### src/rtl/xtea_pkg.sv
// Shared types and constants for the XTEA datapath: block/key types and round defaults.
package xtea_pkg;

  localparam logic [31:0] DELTA       = 32'h9e3779b9;
  localparam int          XTEA_ROUNDS = 32;

  typedef logic [63:0]  xtea_block_t;
  typedef logic [127:0] xtea_key_t;

endpackage

### src/rtl/xtea_block_fifo.sv
// DEPTH-entry block FIFO with a combinational head; push is ignored when full, pop when empty.
module xtea_block_fifo
  import xtea_pkg::*;
#(
  parameter int DEPTH = 4
) (
  input  logic                     clk,
  input  logic                     rst_n,
  input  logic                     push,
  input  xtea_block_t              push_data,
  input  logic                     pop,
  output xtea_block_t              head,
  output logic                     full,
  output logic                     empty,
  output logic [$clog2(DEPTH):0]   level
);

  localparam int AW = $clog2(DEPTH);

  xtea_block_t mem [DEPTH];

  logic [AW-1:0] wr_ptr_q, wr_ptr_d;
  logic [AW-1:0] rd_ptr_q, rd_ptr_d;
  logic [AW:0]   count_q, count_d;
  logic          push_ok;
  logic          pop_ok;

  assign full    = (count_q == (AW+1)'(DEPTH));
  assign empty   = (count_q == '0);
  assign level   = count_q;
  assign head    = mem[rd_ptr_q];
  assign push_ok = push && !full;
  assign pop_ok  = pop && !empty;

  // Power-of-two depth lets the pointers wrap by plain overflow.
  always_comb begin
    wr_ptr_d = wr_ptr_q;
    rd_ptr_d = rd_ptr_q;
    count_d  = count_q;
    if (push_ok) wr_ptr_d = wr_ptr_q + AW'(1);
    if (pop_ok)  rd_ptr_d = rd_ptr_q + AW'(1);
    case ({push_ok, pop_ok})
      2'b10:   count_d = count_q + (AW+1)'(1);
      2'b01:   count_d = count_q - (AW+1)'(1);
      default: count_d = count_q;
    endcase
  end

  always_ff @(posedge clk or negedge rst_n) begin
    if (!rst_n) begin
      wr_ptr_q <= '0;
      rd_ptr_q <= '0;
      count_q  <= '0;
    end else begin
      wr_ptr_q <= wr_ptr_d;
      rd_ptr_q <= rd_ptr_d;
      count_q  <= count_d;
    end
  end

  always_ff @(posedge clk) begin
    if (push_ok) mem[wr_ptr_q] <= push_data;
  end

endmodule

### src/rtl/xtea_feeder.sv
// Assembles 32-bit stream words into XTEA blocks/keys and issues one block per fixed slot.
// Optional stall_cnt output is enabled by defining XTEA_FEEDER_STALL_CNT_EN.
module xtea_feeder
  import xtea_pkg::*;
#(
  parameter int ROUNDS      = XTEA_ROUNDS,
  parameter int SLOT_CYCLES = ROUNDS + 3,
  parameter int DEPTH       = 4
) (
  input  logic                     clk,
  input  logic                     reset,
  input  logic                     s_valid,
  output logic                     s_ready,
  input  logic [31:0]              s_data,
  input  logic                     s_is_key,
  output logic [63:0]              in_enc,
  output logic [127:0]             key,
  output logic                     issue_valid,
  output logic [$clog2(DEPTH):0]   fifo_level
`ifdef XTEA_FEEDER_STALL_CNT_EN
  ,
  output logic [15:0]              stall_cnt
`endif
);

  localparam int SW = $clog2(SLOT_CYCLES);

  logic [SW-1:0] slot_cnt_q, slot_cnt_d;
  logic          half_ptr_q, half_ptr_d;
  logic [31:0]   hi_word_q, hi_word_d;
  logic [1:0]    key_ptr_q, key_ptr_d;
  logic [95:0]   key_buf_q, key_buf_d;
  xtea_key_t     key_shadow_q, key_shadow_d;
  xtea_block_t   in_enc_q, in_enc_d;
  xtea_key_t     key_q, key_d;
  logic          issue_valid_q, issue_valid_d;

  logic          boundary;
  logic          data_take;
  logic          key_take;
  logic          push;
  logic          pop;
  logic          fifo_full;
  logic          fifo_empty;
  xtea_block_t   fifo_head;

  assign boundary = (slot_cnt_q == SW'(SLOT_CYCLES - 1));

  // Key words wait until every queued block has issued so no block picks up a newer key.
  assign s_ready   = s_is_key ? (fifo_empty && !half_ptr_q)
                              : !(fifo_full && half_ptr_q);
  assign data_take = s_valid && s_ready && !s_is_key;
  assign key_take  = s_valid && s_ready && s_is_key;
  assign push      = data_take && half_ptr_q;
  assign pop       = boundary && !fifo_empty;

  xtea_block_fifo #(.DEPTH(DEPTH)) u_fifo (
    .clk       (clk),
    .rst_n     (reset),
    .push      (push),
    .push_data ({hi_word_q, s_data}),
    .pop       (pop),
    .head      (fifo_head),
    .full      (fifo_full),
    .empty     (fifo_empty),
    .level     (fifo_level)
  );

  always_comb begin
    slot_cnt_d    = boundary ? '0 : slot_cnt_q + SW'(1);
    half_ptr_d    = half_ptr_q;
    hi_word_d     = hi_word_q;
    key_ptr_d     = key_ptr_q;
    key_buf_d     = key_buf_q;
    key_shadow_d  = key_shadow_q;
    in_enc_d      = in_enc_q;
    key_d         = key_q;
    issue_valid_d = pop;

    if (data_take) begin
      if (!half_ptr_q) hi_word_d = s_data;
      half_ptr_d = !half_ptr_q;
    end

    if (key_take) begin
      case (key_ptr_q)
        2'd0:    key_buf_d[95:64] = s_data;
        2'd1:    key_buf_d[63:32] = s_data;
        2'd2:    key_buf_d[31:0]  = s_data;
        default: key_shadow_d     = {key_buf_q, s_data};
      endcase
      key_ptr_d = key_ptr_q + 2'd1;
    end

    if (pop) begin
      in_enc_d = fifo_head;
      key_d    = key_shadow_q;
    end
  end

  always_ff @(posedge clk or negedge reset) begin
    if (!reset) begin
      slot_cnt_q    <= '0;
      half_ptr_q    <= 1'b0;
      hi_word_q     <= '0;
      key_ptr_q     <= '0;
      key_buf_q     <= '0;
      key_shadow_q  <= '0;
      in_enc_q      <= '0;
      key_q         <= '0;
      issue_valid_q <= 1'b0;
    end else begin
      slot_cnt_q    <= slot_cnt_d;
      half_ptr_q    <= half_ptr_d;
      hi_word_q     <= hi_word_d;
      key_ptr_q     <= key_ptr_d;
      key_buf_q     <= key_buf_d;
      key_shadow_q  <= key_shadow_d;
      in_enc_q      <= in_enc_d;
      key_q         <= key_d;
      issue_valid_q <= issue_valid_d;
    end
  end

  assign in_enc      = in_enc_q;
  assign key         = key_q;
  assign issue_valid = issue_valid_q;

`ifdef XTEA_FEEDER_STALL_CNT_EN
  logic [15:0] stall_cnt_q, stall_cnt_d;

  always_comb begin
    stall_cnt_d = stall_cnt_q;
    if (boundary && fifo_empty && (stall_cnt_q != 16'hFFFF))
      stall_cnt_d = stall_cnt_q + 16'd1;
  end

  always_ff @(posedge clk or negedge reset) begin
    if (!reset) stall_cnt_q <= '0;
    else        stall_cnt_q <= stall_cnt_d;
  end

  assign stall_cnt = stall_cnt_q;
`endif

endmodule
### config.mk
export PLATFORM = sky130hd
export DESIGN_NAME = xtea_feeder
export DESIGN_NICKNAME = d
export VERILOG_FILES = /design/src/rtl/xtea_pkg.sv /design/src/rtl/xtea_block_fifo.sv /design/src/rtl/xtea_feeder.sv
export SDC_FILE = /design/constraint.sdc
export NUM_CORES = 1
export LEC_CHECK = 0
export ABC_AREA = 1
export BUFFER_PORTS_ARGS = -buffer_cell sky130_fd_sc_hd__buf_2
export CAP_MARGIN = 5
export CORE_ASPECT_RATIO = 0.8
export CORE_UTILIZATION = 64
export CTS_CLUSTER_DIAMETER = 30
export DETAILED_ROUTE_END_ITERATION = 6
export GPL_ROUTABILITY_DRIVEN = 0
export GPL_TIMING_DRIVEN = 0
export HOLD_SLACK_MARGIN = 0.12
export MAX_ROUTING_LAYER = met4
export PLACE_DENSITY_LB_ADDON = 0.08
export SLEW_MARGIN = 10
export SYNTH_ARGS = -nofsm -noshare
export SYNTH_HDL_FRONTEND = slang
export SYNTH_SLANG_ARGS = --single-unit
### constraint.sdc
create_clock -name clk -period 10 [get_ports clk]
set_input_delay 1 -clock clk [delete_from_list [all_inputs] [get_ports clk]]
set_output_delay 1 -clock clk [all_outputs]
set_load 0.05 [all_outputs]
==> results by stage, run 1 <==
Critical path:
- The cell depth of the worst flop-to-flop path is 13.
- The required time of the critical path is 9000 ps.
- The startpoint identified for the worst register-to-register timing path is slot_cnt_q[0]$_DFF_PN0_.
- STA classifies the critical path endpoint as a primary output.
- The worst setup path is launched from a flop.
- The worst setup path is of the flop to primary output kind.
- At the worst endpoint, the arrival time is 1820 ps.
- The minimum setup slack among reg-to-reg paths is 7220 ps.
- The end of the worst register-to-register path is u_fifo.level[2]$_DFFE_PN0P_.
- The largest fanout on the critical path is 4.

Timing:
- Of the available clock period, the critical path in the final layout requires 28.2%.
- The relative slew slack is 38.3%.
- The measured slew at the worst slew-check pin is 925 ps.
- The highest clock rate is 354 MHz.
- Setup violations remaining at the end of the flow were counted as 0.
- Setup repair after global routing left no endpoint under its margin.
- In the final timing run, aggregate negative setup slack is 0 ps.
- Final hold analysis gives a worst-case slack of 328 ps.
- The clock period could shrink to 2820 ps.
- The count of final hold-check violations is 0.
- The clock arrives with ~21 ps of skew.
- The number of max-slew violations in the final report is 0.

Finish:
- The final net count is 3,077.
- For this run, the share of the core covered by cells in the final layout is between 80 and 90%.
- The cell area after layout is 34,900 um^2.
- Compared with the post-synthesis result, the final layout area differs by 22.1%.
- In the final layout, the share of cells above drive strength 1 is 18.2%.

Drt:
- The number of nets with antenna violations after routing is 1.
- The number of DRC violations after detailed routing is 0.
- In this run, the number of DRC markers left after iteration 0 of detailed routing was between 2,000 and 2,500.
- The final route contains 21,256 vias.
- The first TritonRoute pass finished after 6 iterations.
- Wires add up to just under 80 mm.
- The routed length per placed instance is 21.0 um.
- Using the TritonRoute via totals, the vias-per-cell ratio works out to approximately 5.7.

Clocking:
- Buffers added to address setup during post-CTS repair amount to 0.
- At the later pin of the worst-skew pair, clock insertion delay measures 670 ps.
- The cts-stage hold buffer count is 0.
- Counting the buffers created by CTS gives 114.
- Clock tree synthesis selected as its root buffer the cell sky130_fd_sc_hd__clkbuf_16.
- The TritonCTS clock tree is built.
- Post-CTS repair changed the size of 0 cells.
- In this run the deepest clock path goes through 3 buffers.
- The clock slew seen by the registers of the worst setup and hold paths is 50 ps.
- Clock tree synthesis found a total of approximately 700 sinks.
- The H-tree generated during clock tree synthesis spans 3 levels.

Yosys:
- The fraction of registers with async set or reset after synthesis is 64.5%.
- The number of synthesized flops with an enable pin is between 200 and 300.
- For this run, the number of Yosys warnings is 0.
- The number of nets handed over by synthesis was 2,717.
- The most used flip-flop cell after synthesis is sky130_fd_sc_hd__dfrtp_1.
- After synthesis, the netlist uses 29 different library cells.
- The number of synthesized register bits is 721.
- The synthesized area is 28,600 um^2.
- In the synthesized netlist, the number of instances is 2,669.
- The sequential cell area fraction in the yosys report is 67.6%.
- A synthesized cell averages 10.7 um^2.

Placement:
- Input and output buffers added on the ports amount to 232.
- The placed instance area is 30,800 um^2.
- The HPWL reported at the end of detailed placement is 48.4 mm.

Run status:
- The run finished, with violations left.
- The checks that failed: antenna rules.

Die:
- The initial utilization of the core area, before any placement, comes to 65.6%.
- The core region is 43,600 um^2.
- The floorplan step defined a die boundary enclosing 45,500 um^2.
- After floorplanning, the core was divided into 68 placement rows.
- The horizontal die dimension is 238 um.
- The die is 191 um tall.
- The number of top-level pins is 233.

Power:
- VDD sags by at most between 0.0003 and 0.0004 V.
- Power spread over the standard cell area amounts to 355 nW/um^2.
- The static leakage power is ~16 nW.

Global routing:
- Entering global routing, the biggest net connects about 120 pins.
- Summed over all layers, the global routing overflow is 0.
- The global routing usage summed across all routing layers is 36.4%.
- The initial antenna violation count came to 1.
- The first global-routing pass estimated 119 mm of wire.
- The via count of the first global-routing pass was 21,218.

Flow run:
- The count of max-cap constraint violations is 0.

Min path:
- The classification of the worst-slack hold path is primary input to asynchronous set/reset pin.
[layer usage]
layer  global-route usage (%)  routed length (um)
met2                     53.7               36200
met4                     16.5                3220
met3                     10.2                8260
met1                     47.2               30800
met5                        -                   0
[metrics by stage]
step	cells	setup slack (ps)	total power, mW
4_1_cts	3726	7180	12.4
2_1_floorplan	2669	5410	7.11
3_5_place_dp	3508	6670	8.20
5_1_grt	3728	6970	12.9
6_report	3734	7180	12.4
3_3_place_gp	3496	-1080	8.04
[area by class of cell]
| class | count | area, um^2 |
|---|---|---|
| fillers | 2586 | 8660 |
| diodes | 8 | 20.0 |
| well taps | 595 | 744 |
| flip-flops and latches | 721 | 19300 |
| repair buffers | 244 | 1440 |
| inverters | 252 | 946 |
| clock inverters | 73 | 943 |
| clock buffers | 145 | 3140 |
| multi-input cells | 1538 | 7570 |
| plain buffers | 158 | 768 |
[report_power, final]
| part | total (mW) | switching [mW] | internal [mW] |
|---|---|---|---|
| registers | 4.58 | 0.524 | 4.06 |
| logic | 3.69 | 2.72 | 0.968 |
| clock network | 4.13 | 1.46 | 2.66 |
| total | 12.4 | 4.71 | 7.69 |
[state kept, by name, summed over array words and instances (netlist names), 3 cells and up]
register / flops
u_fifo.mem: 256
key: 128
key_shadow_q: 128
key_buf_q: 96
in_enc: 64
hi_word_q: 32
slot_cnt_q: 6
u_fifo.level: 3
[logic make-up after synthesis]
logic type,after synthesis,share of synthesized area (%)
AOI/OAI and AO/OA,553,11.9
xor gates and xnor gates,6,0.184
adders and majority gates,12,0.552
buffers and inverters,410,6.00
DFF,721,67.6
muxes,32,1.26
and+or+nand+nor,935,12.4
[layout by cell type (no fill, tap or decap), types with 79 or more instances in the layout]
cell / instances
sky130_fd_sc_hd__nand2_1: 777
sky130_fd_sc_hd__dfrtp_1: 465
sky130_fd_sc_hd__buf_2: 302
sky130_fd_sc_hd__edfxtp_1: 256
sky130_fd_sc_hd__o21ai_0: 253
sky130_fd_sc_hd__inv_1: 249
sky130_fd_sc_hd__o21bai_1: 224
sky130_fd_sc_hd__nor2_1: 140
sky130_fd_sc_hd__clkbuf_16: 117
sky130_fd_sc_hd__clkbuf_1: 79
[worst max-delay path: stages, from the launching register on]
cell and delay (ps):
sky130_fd_sc_hd__dfrtp_1 440, sky130_fd_sc_hd__inv_2 100, sky130_fd_sc_hd__nand2_2 70, sky130_fd_sc_hd__nor2_4 120
sky130_fd_sc_hd__o22ai_1 90, sky130_fd_sc_hd__inv_1 80, sky130_fd_sc_hd__buf_2 260
[Yosys cell counts, types with 4 or more instances]
library cell | number | area, um^2
sky130_fd_sc_hd__o21bai_1 | 224 | 1680
sky130_fd_sc_hd__ha_1 | 11 | 138
sky130_fd_sc_hd__o22ai_1 | 65 | 407
sky130_fd_sc_hd__inv_1 | 249 | 935
sky130_fd_sc_hd__buf_1 | 13 | 48.8
sky130_fd_sc_hd__nand3_1 | 5 | 25.0
sky130_fd_sc_hd__buf_2 | 71 | 355
sky130_fd_sc_hd__edfxtp_1 | 256 | 7690
sky130_fd_sc_hd__nor2_1 | 144 | 541
sky130_fd_sc_hd__mux2_2 | 32 | 360
sky130_fd_sc_hd__o21ai_1 | 7 | 35.0
sky130_fd_sc_hd__dfrtp_1 | 465 | 11600
sky130_fd_sc_hd__xor2_1 | 4 | 35.0
sky130_fd_sc_hd__o21ai_0 | 253 | 1270
sky130_fd_sc_hd__buf_6 | 11 | 124
sky130_fd_sc_hd__nand2_1 | 777 | 2920
sky130_fd_sc_hd__clkbuf_1 | 62 | 233
[worst max-delay path by stage]
| stage | from | endpoint | slack [ps] |
|---|---|---|---|
| after detailed placement | s_is_key | u_fifo.mem[0][32]$_DFFE_PP_ | 6670 |
| after floorplan | s_is_key | u_fifo.mem[0][0]$_DFFE_PP_ | 5410 |
| after global placement | reset | key[41]$_DFFE_PN0P_ | -1080 |
| after global routing | slot_cnt_q[0]$_DFF_PN0_ | u_fifo.level[2]$_DFFE_PN0P_ | 6970 |
| final | u_fifo.level[0]$_DFFE_PN0P_ | s_ready | 7180 |
| after CTS | u_fifo.level[0]$_DFFE_PN0P_ | s_ready | 7180 |
No activity file was read; power rests on OpenSTA's default activity.
==> run 2: changes to the inputs <==
--- a/config.mk
+++ b/config.mk
@@ -5,11 +5,11 @@
 export SDC_FILE = /design/constraint.sdc
 export NUM_CORES = 1
 export LEC_CHECK = 0
-export ABC_AREA = 1
+export ABC_AREA = 0
 export BUFFER_PORTS_ARGS = -buffer_cell sky130_fd_sc_hd__buf_2
 export CAP_MARGIN = 5
 export CORE_ASPECT_RATIO = 0.8
-export CORE_UTILIZATION = 64
+export CORE_UTILIZATION = 53
 export CTS_CLUSTER_DIAMETER = 30
 export DETAILED_ROUTE_END_ITERATION = 6
 export GPL_ROUTABILITY_DRIVEN = 0
==> constraint.sdc (replaced) <==
create_clock -name clk -period 2.5 [get_ports clk]
set_input_delay 0.25 -clock clk [delete_from_list [all_inputs] [get_ports clk]]
set_output_delay 0.25 -clock clk [all_outputs]
set_load 0.05 [all_outputs]
==> results by stage, run 2 <==
Placement:
- The HPWL reported at the end of detailed placement is 36.9 mm (was 48.4 mm).
- The count of buffers inserted at the top-level ports was 232 (unchanged).
- The pre-CTS setup slack is -342 ps (was 6670 ps).
- The count of placed standard cells including taps is 2,282 (was 3,508).
- The placed instance area is 28,900 um^2 (was 30,800 um^2).

Flow run:
- The count of max-cap constraint violations is 0 (unchanged).

Finish:
- The final cell count without fillers is 2,547 (was 3,734).
- The final core area utilization came to 68.1% (was 80.1%).
- The area of the multi-input gates is 7010 um^2 (was 7570 um^2).
- Top library cells by usage in the layout, fill and taps aside: sky130_fd_sc_hd__dfrtp_1 (465), sky130_fd_sc_hd__mux2_2 (354), sky130_fd_sc_hd__buf_2 (264) (was sky130_fd_sc_hd__nand2_1 (777), sky130_fd_sc_hd__dfrtp_1 (465), sky130_fd_sc_hd__buf_2 (302)).
- The share of post-route cells with drive strength above 1 came to 50.2% (was 18.2%).
- The number of flip-flops under the largest register name is 256 (unchanged).
- The area used by sequential logic in the layout is 19,300 um^2 (unchanged).
- The most flop-heavy register was u_fifo.mem (unchanged).
- The final net count was 1,815 (was 3,077).
- The layout-stage area growth over the synthesis result is 27.0% (was 22.1%).
- The cell area after layout is 33,900 um^2 (was 34,900 um^2).
- The antenna cell count is 0 (was 8).
- The leading cell type in the layout, fill and taps excluded was sky130_fd_sc_hd__dfrtp_1 (was sky130_fd_sc_hd__nand2_1).
- The fill cell instance count of the final layout was 3,383 (was 2,586).

Critical path:
- The kind of end point of the critical path is a flop (was primary output).
- The category of the most critical setup path was flop to flop (was flop to primary output).
- The stage delay of the slowest cell on the critical path is 430 ps (was 440 ps).
- Worst-path cell chain: or3_4, nor3_4, buf_12, ha_4, inv_1, fa_1, xor2_1, nor2_1, xor2_1 (was inv_2, nand2_2, nor2_4, o22ai_1, inv_1, buf_2).
- The cell type of the slowest stage on the worst timing path is sky130_fd_sc_hd__dfrtp_1 (unchanged).
- The arrival time of the worst setup path is 2990 ps (was 1820 ps).
- The critical path buffer and inverter count is 2 (was 3).
- The required time of the critical path was 3070 ps (was 9000 ps).
- The cell occurring most often along the worst timing path is sky130_fd_sc_hd__xor2_1.
- The critical path launch point type is a flop (unchanged).
- The largest fanout on the critical path was 12 (was 4).
- The family with the most delay on the worst path is simple AND/OR/NAND/NOR gates (was flip-flops).

Power:
- The static leakage power is 15.4 nW (was 15.8 nW).
- The power density relative to cell area is 1190 nW/um^2 (was 355 nW/um^2).
- The power after layout is 40.5 mW (was 12.4 mW).
- The maximum ir drop on the vdd rail is 0.000898 V (was 0.000359 V).

Timing:
- The relative slew slack is 31.6% (was 38.3%).
- The number of max-slew violations in the final report was 0 (unchanged).
- The measured slew at the worst slew-check pin came to 1030 ps (was 925 ps).
- The count of final hold-check violations is 0 (unchanged).
- Timing would allow up to 413 MHz.
- The worst hold slack is 118 ps (was 328 ps).
- The final-report setup violation count is 0 (unchanged).
- The maximum clock skew at final layout is 17.5 ps (was 20.6 ps).
- The setup total negative slack is 0 ps (unchanged).
- The slack of the critical path was 77.0 ps (was 7180 ps).
- Unrepaired setup endpoints after global routing: true (was false).
- The final critical-path required period is 2420 ps.
- Dividing the final minimum period by the clock period gives a little over nine tenths.

Clocking:
- The number of sinks driven by the clock tree was 721 (unchanged).
- The clock slew seen by the registers of the worst setup and hold paths is 50 ps (about the same).
- The library cell used as clock root buffer is sky130_fd_sc_hd__clkbuf_16 (unchanged).
- The clock insertion delay at the later pin of the skew report is 650 ps (was 670 ps).
- The total clock buffers created by CTS came to 121 (was 114).
- The TritonCTS clock tree is built (unchanged).
- The number of H-tree levels is 3 (unchanged).
- The maximum count of clock buffers along a single path is 3 (unchanged).

Die:
- The starting density of the core is 53.7% (was 65.6%).
- The area of the core region is 49,700 um^2 (was 43,600 um^2).
- The horizontal die dimension is 253 um (was 238 um).
- The number of top-level pins is 233 (unchanged).
- The number of standard-cell rows in the floorplan is 73 (was 68).
- The height of the die is 203 um (was 191 um).
- The die area is 51,200 um^2 (was 45,500 um^2).

Yosys:
- The multiplexer share of the synthesized area is 24.4% (was 1.26%).
- The post-synthesis compound-gate area fraction is 0.155% (was 11.9%).
- The fraction of post-synthesis cell area in the top cell type by area was 43.6% (was 40.7%).
- The fraction of the mapped netlist area in adder cells came to 0.591% (was 0.552%).
- The most used flip-flop cell after synthesis is sky130_fd_sc_hd__dfrtp_1 (unchanged).
- The main combinational cell family by area after synthesis is multiplexers (was simple AND/OR/NAND/NOR gates).
- The fraction of registers with async set or reset after synthesis was 64.5% (unchanged).
- The net count after synthesis came to 1,414 (was 2,717).
- The mean area per synthesized cell is 19.5 um^2 (was 10.7 um^2).
- The most repeated cell in the gate-level netlist after synthesis was sky130_fd_sc_hd__dfrtp_1 (was sky130_fd_sc_hd__nand2_1).
- The simple-gate portion of the synthesized area is 0.666% (was 12.4%).
- The synthesized area is 26,700 um^2 (was 28,600 um^2).
- The number of warnings printed during yosys synthesis came to 0 (unchanged).
- The count of unique library cells instantiated by Yosys was 30 (was 29).
- The cell count after synthesis is 1,366 (was 2,669).
- Cell types with the highest counts after synthesis: sky130_fd_sc_hd__dfrtp_1 (465), sky130_fd_sc_hd__mux2_2 (354), sky130_fd_sc_hd__edfxtp_1 (256), sky130_fd_sc_hd__mux2_1 (96), sky130_fd_sc_hd__mux4_2 (64) (was sky130_fd_sc_hd__nand2_1 (777), sky130_fd_sc_hd__dfrtp_1 (465), sky130_fd_sc_hd__edfxtp_1 (256), sky130_fd_sc_hd__o21ai_0 (253), sky130_fd_sc_hd__inv_1 (249)).
- The cell accounting for the most synthesized area was sky130_fd_sc_hd__dfrtp_1 (unchanged).
- The sequential cell area fraction in the yosys report came to 72.4% (was 67.6%).
- Synth area leaders: sky130_fd_sc_hd__dfrtp_1 (44%), sky130_fd_sc_hd__edfxtp_1 (29%), sky130_fd_sc_hd__mux2_2 (15%), sky130_fd_sc_hd__mux4_2 (5.4%), sky130_fd_sc_hd__mux2_1 (4.1%) (was sky130_fd_sc_hd__dfrtp_1 (41%), sky130_fd_sc_hd__edfxtp_1 (27%), sky130_fd_sc_hd__nand2_1 (10%), sky130_fd_sc_hd__o21bai_1 (5.9%), sky130_fd_sc_hd__o21ai_0 (4.4%)).
- The number of synthesized flops with an enable pin is 256 (unchanged).
- The xor/xnor cell area share of the yosys netlist is 0.328% (was 0.184%).
- The number of synthesized register bits came to 721 (unchanged).

Drt:
- The average vias per placed instance is 5.32 (was 5.69).
- The number of iterations in the first detailed-routing pass is 4 (was 6).
- The routed length per placed instance is 22.8 um (was 21.0 um).
- The violation count after the first detailed-routing iteration is 650 (was 2,013).
- The number of DRC violations after detailed routing is 0 (unchanged).
- The total wire length is 58.2 mm (was 78.5 mm).
- The number of nets with antenna violations after routing came to 0 (was 1).
- The number of vias in the routed layout is 13,560 (was 21,256).

Min path:
- The classification of the worst-slack hold path is primary input to asynchronous set/reset pin (unchanged).

Global routing:
- The total congestion overflow was 0 (unchanged).
- The first-pass GRT wire length came to 89.7 mm (was 119 mm).
- The maximum number of pins on one net before global-route repair came to 108 (was 115).
- The global routing usage summed across all routing layers was 24.6% (was 36.4%).
- The initial antenna violation count is 0 (was 1).
- The via count of the first global-routing pass is 14,538 (was 21,218).

Run status:
- Status: finished clean (was complete, but fails checks).
-- run 2: repair_timing --
item,CTS,global route
resized for setup,3,15
gates cloned,0,0
endpoints found under the hold margin,513,0
pin swaps,0,2
setup buffers,1,1
endpoints found under the setup margin,32,161
hold buffers,36,0
-- run 2: area by class of cell --
type | count | area share (%)
flip-flops and latches | 721 | 57.1
multi-input cells | 574 | 20.7
clock buffers | 160 | 10.4
repair buffers | 279 | 5.30
clock inverters | 68 | 2.90
well taps | 675 | 2.49
plain buffers | 60 | 1.02
inverters | 10 | 0.111
-- run 2: path summary, 6_finish.rpt --
check                                            start                           end  slack, ps  cells past startpoint
max in group asynchronous                        reset  key_shadow_q[83]$_DFFE_PN0P_       1010                      4
min reg2reg                key_shadow_q[0]$_DFFE_PN0P_            key[0]$_DFFE_PN0P_        470                      1
max                            slot_cnt_q[2]$_DFF_PN0_   u_fifo.level[2]$_DFFE_PN0P_         80                      9
max reg2reg                    slot_cnt_q[2]$_DFF_PN0_   u_fifo.level[2]$_DFFE_PN0P_         80                      9
min in group clk           key_shadow_q[0]$_DFFE_PN0P_            key[0]$_DFFE_PN0P_        470                      1
min                                              reset           key[35]$_DFFE_PN0P_        120                      2
-- run 2: power breakdown --
part / total (mW) / switching (mW) / internal (mW)
Sequential: 16.2 / 1.30 / 14.9
Combinational: 6.46 / 3.96 / 2.50
Clock: 17.8 / 5.56 / 12.2
-- run 2: metal layers --
metal / GRT usage, % / vias up / share of wire [%]
met3: 5.55 / 80 / 4.7
met5: - / - / 0
met1: 33.2 / 7221 / 45
met4: 6.97 / 0 / 2.0
met2: 37.8 / 290 / 48
li1: - / 5969 / -
-- run 2: kinds of logic (layout without fill, tap and decap cells) --
kind of cell / after synthesis / in the layout
DFF: 721 / 721
and+or+nand+nor: 31 / 31
adders and majority gates: 12 / 12
AOI/OAI and AO/OA: 7 / 7
muxes: 514 / 514
xor gates and xnor gates: 10 / 10
buffers and inverters: 71 / 577
==> run 3: changes to the inputs <==
--- a/config.mk
+++ b/config.mk
@@ -5,11 +5,11 @@
 export SDC_FILE = /design/constraint.sdc
 export NUM_CORES = 1
 export LEC_CHECK = 0
-export ABC_AREA = 0
+export ABC_AREA = 1
 export BUFFER_PORTS_ARGS = -buffer_cell sky130_fd_sc_hd__buf_2
 export CAP_MARGIN = 5
-export CORE_ASPECT_RATIO = 0.8
-export CORE_UTILIZATION = 53
+export CORE_ASPECT_RATIO = 0.9
+export CORE_UTILIZATION = 54
 export CTS_CLUSTER_DIAMETER = 30
 export DETAILED_ROUTE_END_ITERATION = 6
 export GPL_ROUTABILITY_DRIVEN = 0
==> results by stage, run 3 (synthesis results as in run 1) <==
Run status:
- Status: finished clean (unchanged).

Finish:
- The leading cell type in the layout, fill and taps excluded is sky130_fd_sc_hd__nand2_1 (was sky130_fd_sc_hd__dfrtp_1).
- The antenna cell count is 0 (unchanged).
- The layout-stage area growth over the synthesis result is 27.9% (was 27.0%).
- The final net count is 3,148 (was 1,815).
- The most flop-heavy register is u_fifo.mem (unchanged).
- The number of flip-flops under the largest register name was 256 (unchanged).
- The final cell count without fillers is 3,907 (was 2,547).
- The share of post-route cells with drive strength above 1 is 19.5% (was 50.2%).
- The cell area after layout was 36,500 um^2 (was 33,900 um^2).
- Top library cells by usage in the layout, fill and taps aside: sky130_fd_sc_hd__nand2_1 (777), sky130_fd_sc_hd__dfrtp_1 (462), sky130_fd_sc_hd__buf_2 (301) (was sky130_fd_sc_hd__dfrtp_1 (465), sky130_fd_sc_hd__mux2_2 (354), sky130_fd_sc_hd__buf_2 (264)).
- The final core area utilization is 70.3% (was 68.1%).
- The fill cell instance count of the final layout is 3,809 (was 3,383).

Timing:
- The count of final hold-check violations is 0 (unchanged).
- The measured slew at the worst slew-check pin is 907 ps (was 1030 ps).
- The highest clock rate was 422 MHz (was 413 MHz).
- The final critical-path required period was 2370 ps (was 2420 ps).
- The final-report setup violation count is 0 (unchanged).
- The maximum clock skew at final layout was 20.2 ps (was 17.5 ps).
- The ratio of final minimum period to clock period came to 94.8% (was 96.9%).
- The relative slew slack is 39.6% (was 31.6%).
- The number of max-slew violations in the final report is 0 (unchanged).
- Unrepaired setup endpoints after global routing: false (was true).

Min path:
- The classification of the worst-slack hold path is primary input to asynchronous set/reset pin (unchanged).

Power:
- The internal power consumption is 33.6 mW (was 29.6 mW).
- The sequential fraction of design power was 34.8% (was 40.1%).
- The logic gate share of total power came to 27.8% (was 16.0%).
- The maximum ir drop on the vdd rail is 0.00124 V (was 0.000898 V).
- The net switching share of the total power is 36.3% (was 26.7%).
- The power density relative to cell area is 1440 nW/um^2 (was 1190 nW/um^2).
- The net switching power is 19.1 mW (was 10.8 mW).
- The static leakage power is 16.5 nW (was 15.4 nW).
- The clock network fraction of total power is 37.4% (was 43.9%).
- The power after layout is 52.8 mW (was 40.5 mW).

Critical path:
- The largest fanout on the critical path is 19 (was 12).
- The required time of the critical path is 2890 ps (was 3070 ps).
- The cell occurring most often along the worst timing path is sky130_fd_sc_hd__buf_16 (was sky130_fd_sc_hd__xor2_1).
- The critical path depth in cells is 6 (was 9).
- The kind of end point of the critical path is a flop (unchanged).
- The critical path launch point type is a flop (unchanged).
- The cell type of the slowest stage on the worst timing path is sky130_fd_sc_hd__nor2_4 (was sky130_fd_sc_hd__dfrtp_1).
- The cell depth of the worst flop-to-flop path is 6 (was 9).
- Worst-path cell chain: a21oi_2, nand3_4, nor2_4, buf_16, buf_12, buf_16 (was or3_4, nor3_4, buf_12, ha_4, inv_1, fa_1, xor2_1, nor2_1, xor2_1).
- The arrival time of the worst setup path is 2760 ps (was 2990 ps).
- The stage delay of the slowest cell on the critical path was 490 ps (was 430 ps).
- The critical path buffer and inverter count is 3 (was 2).
- The family with the most delay on the worst path is simple AND/OR/NAND/NOR gates (unchanged).
- The category of the most critical setup path is flop to flop (unchanged).

Placement:
- The placed instance area is 31,100 um^2 (was 28,900 um^2).
- The count of placed standard cells including taps is 3,605 (was 2,282).
- The HPWL reported at the end of detailed placement is 50.0 mm (was 36.9 mm).
- The count of buffers inserted at the top-level ports was 232 (unchanged).

Clocking:
- The number of H-tree levels is 4 (was 3).
- The TritonCTS clock tree is built (unchanged).
- The clock insertion delay at the later pin of the skew report was 710 ps (was 650 ps).
- The number of sinks driven by the clock tree is 721 (unchanged).
- The clock slew seen by the registers of the worst setup and hold paths came to 50 ps (about the same).
- The total clock buffers created by CTS is 143 (was 121).
- The library cell used as clock root buffer is sky130_fd_sc_hd__clkbuf_16 (unchanged).
- The maximum count of clock buffers along a single path is 3 (unchanged).

Die:
- The die area is 53,800 um^2 (was 51,200 um^2).
- The number of standard-cell rows in the floorplan is 79 (was 73).
- The height of the die is 220 um (was 203 um).
- The number of top-level pins is 233 (unchanged).
- The starting density of the core came to 55.0% (was 53.7%).
- The horizontal die dimension is 244 um (was 253 um).
- The area of the core region is 52,000 um^2 (was 49,700 um^2).

Global routing:
- The total congestion overflow is 0 (unchanged).
- The first-pass GRT wire length is 121 mm (was 89.7 mm).
- The maximum number of pins on one net before global-route repair is 108 (unchanged).
- The initial antenna violation count is 1 (was 0).
- The via count of the first global-routing pass is 21,106 (was 14,538).
- The global routing usage summed across all routing layers is 31.3% (was 24.6%).

Drt:
- The number of nets with antenna violations after routing is 0 (unchanged).
- The total met3 wirelength after detailed routing is 7.18 mm (was 2.75 mm).
- The number of DRC violations after detailed routing is 0 (unchanged).
- The total wire length is 79.6 mm (was 58.2 mm).
- The detailed-routed wire length on met2 is 36.2 mm (was 28.2 mm).
- The average vias per placed instance is 5.39 (was 5.32).
- The highest metal layer used by the detailed router is met4 (unchanged).
- The number of iterations in the first detailed-routing pass is 7 (was 4).
- The number of vias in the routed layout is 21,040 (was 13,560).
- The post-route met1 wirelength was 33.8 mm (was 26.1 mm).
- The routed length per placed instance is 20.4 um (was 22.8 um).
- The violation count after the first detailed-routing iteration is 1,727 (was 650).

Flow run:
- The count of max-cap constraint violations is 0 (unchanged).
run 3: changes by cell type in the layout (fill, tap and decap cells not counted), sizes merged, moves of 6 or more:
cell | before | now
o21bai | 0 | 224
o22ai | 0 | 65
mux2 | 450 | 32
mux4 | 64 | 0
inv | 13 | 265
clkinv | 26 | 32
nand2 | 4 | 779
o21ai | 2 | 260
nor2 | 7 | 146
clkbuf | 168 | 242
buf | 295 | 346
run 3: worst reg2reg max path, stage by stage, from the launching register on:
cell and delay [ps]:
sky130_fd_sc_hd__dfrtp_2 460, sky130_fd_sc_hd__a21oi_2 230, sky130_fd_sc_hd__nand3_4 210, sky130_fd_sc_hd__nor2_4 500, sky130_fd_sc_hd__buf_16 240, sky130_fd_sc_hd__buf_12 200, sky130_fd_sc_hd__buf_16 210
run 3: layer usage:
layer	vias up	GRT usage [%]
li1	9624	-
met1	10450	41.6
met4	0	12.7
met3	140	8.45
met5	-	-
met2	826	46.0
run 3: power groups by stage:
stage	sequential [mW]	clock, mW	combinational [mW]
floorplan	22.9	0	5.54
global placement	18.3	0	14.1
global route	18.7	20.5	15.9
CTS	18.3	19.9	14.7
finish	18.3	19.7	14.7
detailed placement	18.4	0	14.5
run 3: final cells by class:
cell class	instances	area, um^2	area share (%)
buffer	157	763	2.09
clock buffer	180	4040	11.1
clock inverter	84	1030	2.81
inverter	252	953	2.61
multi-input combinational	1538	7600	20.8
sequential	721	19300	52.9
tap	688	861	2.36
timing repair buffer	287	1970	5.40
run 3: path summary, 6_finish.rpt:
path	to	slack (ps)	start
min in group clk	in_enc[55]$_DFFE_PN0P_	470	in_enc[55]$_DFFE_PN0P_
max reg2reg	u_fifo.mem[0][27]$_DFFE_PP_	130	u_fifo.level[2]$_DFFE_PN0P_
min reg2reg	in_enc[55]$_DFFE_PN0P_	470	in_enc[55]$_DFFE_PN0P_
max in group asynchronous	key_buf_q[10]$_DFFE_PN0P_	500	reset
max	u_fifo.mem[0][27]$_DFFE_PP_	130	u_fifo.level[2]$_DFFE_PN0P_
min	in_enc[37]$_DFFE_PN0P_	130	reset
run 3: what timing repair did:
item,4_1_cts,5_1_grt
endpoints found under the hold margin,449,0
resized for setup,3,4
setup endpoints to repair,1,1
pin swaps,0,2
setup buffers,0,3
hold buffers,36,0
run 3: per-stage QoR:
stage / hold WS (ps) / worst slack (ps) / setup TNS [ps]
final: 126 / 130 / 0
after global routing: 187 / 9.88 / 0
after CTS: 122 / 1.11 / 0
after detailed placement: 266 / -156 / -156
after global placement: 459 / -8730 / -3845730
after floorplan: -45.6 / 64.7 / 0
